<file path="src/rtl/reg_file_cmd_ctrl.sv">
// Byte-stream command front-end for the 8x16 register file.
// Decodes write/read frames and returns read data as two bytes.
module reg_file_cmd_ctrl #(
    parameter int unsigned ADDR_WIDTH = 4,
    parameter int unsigned MEM_WIDTH  = 16,
    parameter int unsigned MEM_DEPTH  = 8,
    parameter logic [7:0]  WR_CMD     = 8'hAA,
    parameter logic [7:0]  RD_CMD     = 8'hBB
) (
    input  logic                  CLK,
    input  logic                  RST,
    input  logic [7:0]            In_Data,
    input  logic                  In_Valid,
    output logic                  In_Ready,
    output logic [7:0]            Out_Data,
    output logic                  Out_Valid,
    input  logic                  Out_Ready,
    output logic                  WrEn,
    output logic                  RdEn,
    output logic [ADDR_WIDTH-1:0] Address,
    output logic [MEM_WIDTH-1:0]  WrData,
    input  logic [MEM_WIDTH-1:0]  RdData,
    output logic                  Busy,
    output logic                  Err
);

    typedef enum logic [3:0] {
        IDLE   = 4'd0,
        ADDR   = 4'd1,
        WDAT_L = 4'd2,
        WDAT_H = 4'd3,
        WRITE  = 4'd4,
        READ   = 4'd5,
        RWAIT  = 4'd6,
        TX_L   = 4'd7,
        TX_H   = 4'd8
    } state_t;

    localparam logic [7:0] DEPTH_B = 8'(MEM_DEPTH);

    state_t state;
    state_t state_nxt;

    logic                 wr_flag;
    logic                 wr_flag_nxt;
    logic                 bad_addr;
    logic                 bad_addr_nxt;
    logic [MEM_WIDTH-1:0] rbuf;

    logic xfer;
    logic in_bad;
    logic ld_addr;
    logic ld_lo;
    logic ld_hi;
    logic ld_rbuf;

    assign xfer   = In_Valid & In_Ready;
    assign in_bad = (In_Data >= DEPTH_B);

    // State and frame flags; reset aborts any frame in flight.
    always_ff @(posedge CLK) begin
        if (!RST) begin
            state    <= IDLE;
            wr_flag  <= 1'b0;
            bad_addr <= 1'b0;
        end else begin
            state    <= state_nxt;
            wr_flag  <= wr_flag_nxt;
            bad_addr <= bad_addr_nxt;
        end
    end

    // Next-state decode plus all strobes and handshake outputs.
    always_comb begin
        state_nxt    = state;
        wr_flag_nxt  = wr_flag;
        bad_addr_nxt = bad_addr;
        In_Ready     = 1'b0;
        Out_Valid    = 1'b0;
        Out_Data     = 8'h00;
        WrEn         = 1'b0;
        RdEn         = 1'b0;
        Err          = 1'b0;
        ld_addr      = 1'b0;
        ld_lo        = 1'b0;
        ld_hi        = 1'b0;
        ld_rbuf      = 1'b0;
        unique case (state)
            IDLE: begin
                In_Ready = 1'b1;
                if (xfer) begin
                    if (In_Data == WR_CMD) begin
                        wr_flag_nxt = 1'b1;
                        state_nxt   = ADDR;
                    end else if (In_Data == RD_CMD) begin
                        wr_flag_nxt = 1'b0;
                        state_nxt   = ADDR;
                    end else begin
                        Err = 1'b1;
                    end
                end
            end
            ADDR: begin
                In_Ready = 1'b1;
                if (xfer) begin
                    ld_addr      = 1'b1;
                    bad_addr_nxt = in_bad;
                    if (wr_flag) begin
                        state_nxt = WDAT_L;
                    end else if (!in_bad) begin
                        state_nxt = READ;
                    end else begin
                        Err       = 1'b1;
                        state_nxt = IDLE;
                    end
                end
            end
            WDAT_L: begin
                In_Ready = 1'b1;
                if (xfer) begin
                    ld_lo     = 1'b1;
                    state_nxt = WDAT_H;
                end
            end
            WDAT_H: begin
                In_Ready = 1'b1;
                if (xfer) begin
                    ld_hi     = 1'b1;
                    state_nxt = WRITE;
                end
            end
            WRITE: begin
                WrEn      = ~bad_addr;
                Err       = bad_addr;
                state_nxt = IDLE;
            end
            READ: begin
                RdEn      = 1'b1;
                state_nxt = RWAIT;
            end
            RWAIT: begin
                ld_rbuf   = 1'b1;
                state_nxt = TX_L;
            end
            TX_L: begin
                Out_Valid = 1'b1;
                Out_Data  = rbuf[7:0];
                if (Out_Ready) begin
                    state_nxt = TX_H;
                end
            end
            TX_H: begin
                Out_Valid = 1'b1;
                Out_Data  = rbuf[15:8];
                if (Out_Ready) begin
                    state_nxt = IDLE;
                end
            end
            default: begin
                state_nxt = IDLE;
            end
        endcase
    end

    // Address/data/response registers hold until the next load.
    always_ff @(posedge CLK) begin
        if (!RST) begin
            Address <= '0;
            WrData  <= '0;
            rbuf    <= '0;
        end else begin
            if (ld_addr) begin
                Address <= In_Data[ADDR_WIDTH-1:0];
            end
            if (ld_lo) begin
                WrData[7:0] <= In_Data;
            end
            if (ld_hi) begin
                WrData[15:8] <= In_Data;
            end
            if (ld_rbuf) begin
                rbuf <= RdData;
            end
        end
    end

    assign Busy = (state != IDLE);

endmodule

</file>
<file path="config.mk">
export PLATFORM = sky130hd
export DESIGN_NAME = reg_file_cmd_ctrl
export DESIGN_NICKNAME = d
export VERILOG_FILES = /design/src/rtl/reg_file_cmd_ctrl.sv
export SDC_FILE = /design/constraint.sdc
export NUM_CORES = 1
export LEC_CHECK = 0
export CORE_ASPECT_RATIO = 0.7
export CORE_UTILIZATION = 51
export CTS_BUF_LIST = sky130_fd_sc_hd__clkbuf_8
export CTS_CLUSTER_DIAMETER = 50
export DETAILED_ROUTE_END_ITERATION = 12
export MAX_ROUTING_LAYER = met4
export PLACE_DENSITY = 0.95
export SYNTH_ARGS = -nofsm -noshare
export SYNTH_HDL_FRONTEND = slang
export SYNTH_SLANG_ARGS = --single-unit
</file>
<file path="constraint.sdc">
create_clock -name CLK -period 2.6 [get_ports CLK]
set_input_delay 0.52 -clock CLK [delete_from_list [all_inputs] [get_ports CLK]]
set_output_delay 0.52 -clock CLK [all_outputs]
set_load 0.01 [all_outputs]
</file>
==> results of run 1 <==
synthesized netlist by cell type (2+ instances only):
cell and instances:
a21boi_1 11, and4b_1 2, buf_2 5, a21oi_1 4, a22o_1 8, a31oi_1 2
nand3_1 3, and3_1 2, clkbuf_1 7, nor4_1 3, nor2_1 7, dfxtp_1 42
nor2b_1 24, a21boi_0 7, nor3_1 2, nand2_1 38, inv_1 3, mux2i_1 21
critical path, cell delays in order, from the launching register on:
cell	delay, ns
dfxtp_1	0.46
and2b_1	0.23
and3_2	0.32
a22o_1	0.17
clkdlybuf4s50_1	0.53
registers in the layout (all words and copies together), names as in the netlist:
signal,flops
WrData,16
wr_flag,1
state,4
bad_addr,1
Address,4
rbuf,16
power breakdown:
group	leakage, nW	total (mW)	internal, mW	switching (mW)
logic	0.794	0.0965	0.0624	0.0341
registers	0.339	0.642	0.642	0.000432
clock network	0.0556	0.520	0.283	0.237
area by class of cell:
type                       instances  area [µm²]  area share (%)
tap                               50        62.6            2.20
clock inverter                     3        41.3            1.45
multi-input combinational        156        1040            36.5
sequential                        42         846            29.8
timing repair buffer              81         772            27.2
inverter                           4        15.0           0.528
clock buffer                       5        68.8            2.42
worst max path at each step:
stage / start / end / depth (start not counted)
after detailed placement: In_Data[6] / Err / 6
final: state[2] / Out_Data[4] / 4
after global placement: In_Data[6] / Err / 6
after global routing: state[2] / Out_Data[4] / 4
after CTS: state[3] / Out_Data[5] / 6
after floorplan: state[2] / Out_Data[0] / 5
per-stage QoR:
stage | util [%] | area [µm²] | hold slack (ns)
floorplan | - | 1930 | 0.435
global placement | 75.4 | 2700 | 0.442
detailed placement | 75.4 | 2700 | 0.447
CTS | 78.5 | 2810 | 0.458
global route | 79.4 | 2840 | 0.477
finish | 79.4 | 2840 | 0.460
per-layer routing:
metal / up-vias / wire length, µm / global-route usage [%]
met5: - / 0 / -
met1: 841 / 2260 / 32.9
met3: 11 / 401 / 5.90
met2: 78 / 2260 / 42.0
li1: 898 / - / -
met4: 0 / 117 / 12.3
kinds of logic (layout without fill, tap and decap cells):
| group | Yosys count | in the layout | share of synthesized area [%] |
|---|---|---|---|
| AND/OR/NAND/NOR | 92 | 92 | 25.4 |
| AO/OA/AOI/OAI | 42 | 42 | 16.4 |
| buffers and inverters | 16 | 93 | 3.43 |
| multiplexers | 21 | 21 | 10.9 |
| flip-flops | 42 | 42 | 43.5 |
| XOR/XNOR | 1 | 1 | 0.453 |
timing repair:
item / 4_1_cts / 5_1_grt
hold buffers: 0 / 0
gates resized for setup: 3 / 10
cloned: 0 / 1
setup endpoints to repair: 10 / 9
pin swaps: 0 / 1
==> results.yml, run 1 <==
clock_network:
  cts_tree: "built"
  clk_pin_slew_worst_paths_ns: 0.08
  cts_root_buffer: "clkbuf_8"
  clk_path_buf_depth: 2
  clock_sinks: 42
  cts_buffers: 5
  insertion_delay_ns: 0.31
  cts_max_level: 2
  post_cts_buffers: 0
synth:
  ys_seq_area_share_pct: 43.5
  async_flop_share_pct: 0
  syn-num-nets: 242
  yosysUniqueCellTypes: 41
  synth-edff-count: 0
  ys_top_cells_by_area: "dfxtp_1, mux2i_1, nor2b_1"
  synth_top_area_share_pct: 43.5
  avgSynthCellArea_um2: 9.04
  ys_seq_elements: 42
  synth_top_area_cell: "dfxtp_1"
  synthCells: 214
  ys.flop_type: "dfxtp_1"
  yosys_warnings: 0
  netlist_area_mm2: 0.00193
sta:
  fin_crit_sh_pct: 97.6
  final.setup.tns_ns: 0
  fin_skew_ns: 0.00337
  period_minus_slack_ns: 2.54
  grt_setup_unrepaired: "no"
  worst_slack_ns: 0.0616
  fmax_mhz: 394
  slew_viol_final: 0
  finalSetupViolations: 0
  hold_violations: 0
  slew_headroom_pct: 60.4
  tightestPinTransition_ns: 0.593
worst_hold_path:
  hp-start: "rbuf[9]"
  hold_path.class: "flip-flop to flip-flop"
  min_to: "rbuf[9]"
  min_delay_path_depth: 2
finish:
  final_cell_mix: "clkdlybuf4s50_1, dfxtp_1, nand2_1"
  antennaDiodeCount: 0
  fill_cells: 237
  final_nets: 318
  syn_to_final_growth_pct: 47.0
  final_common_cell: "clkdlybuf4s50_1"
  drive_gt1_share_pct: 12.7
  final_cells: 341
floorplanning:
  die_w_um: 75.6
  die_y_um: 53.5
  die_area_mm2: 0.00405
  core_mm2: 0.00358
  initial_core_util_pct: 54.0
  row_count: 18
  io_pins: 62
grt:
  antenna_found_initial: 0
  grt_overflow_total: 0
  gr-usage-all-layers_pct: 26.7
  grt_pass1_vias: 1639
  grt_pass1_wl_um: 7560
  grt_start_max_net_pins: 23
critical_path:
  critPathMaxFanout: 9
  crit_path_start_kind: "flip-flop"
  rr_endpoint: "WrData[4]"
  arrival_ns: 2.02
  r2r_cells: 6
  end_kind: "output pin"
  reg2reg_slack_ns: 0.79
  r2r_start: "state[1]"
  required_ns: 2.08
  worstSetupPathType: "flip-flop to output pin"
placement:
  dp_slack_ns: -0.130
  gp_congestion: 0.834
  dp_hpwl_um: 3500
  dp_cells: 332
  portBuffers: 61
pwr:
  p_leak_nw: 1.19
  finalPower_mw: 1.26
  ir_drop_mv: 0.352
  powerDensity_mw_per_mm2: 443
detailed_routing:
  detail_route.first_pass.iterations: 4
  viasPerCell: 5.36
  drtIter0Drc: 170
  vias: 1828
  routed_wl_um: 5030
  routedWlPerCell_um: 14.8
  ant_nets: 0
  drc: 0
flow_run:
  cap_violations: 0
status:
  status: "finished, final reports clean"
No activity file was read; power rests on OpenSTA's default activity.
==> run 2: changes to the inputs <==
--- a/config.mk
+++ b/config.mk
@@ -12,6 +12,7 @@
 export DETAILED_ROUTE_END_ITERATION = 12
 export MAX_ROUTING_LAYER = met4
 export PLACE_DENSITY = 0.95
+export SLEW_MARGIN = 20
 export SYNTH_ARGS = -nofsm -noshare
 export SYNTH_HDL_FRONTEND = slang
 export SYNTH_SLANG_ARGS = --single-unit
==> results of run 2 <==
The final DEF is identical to that of run 1; final timing and power are the same.
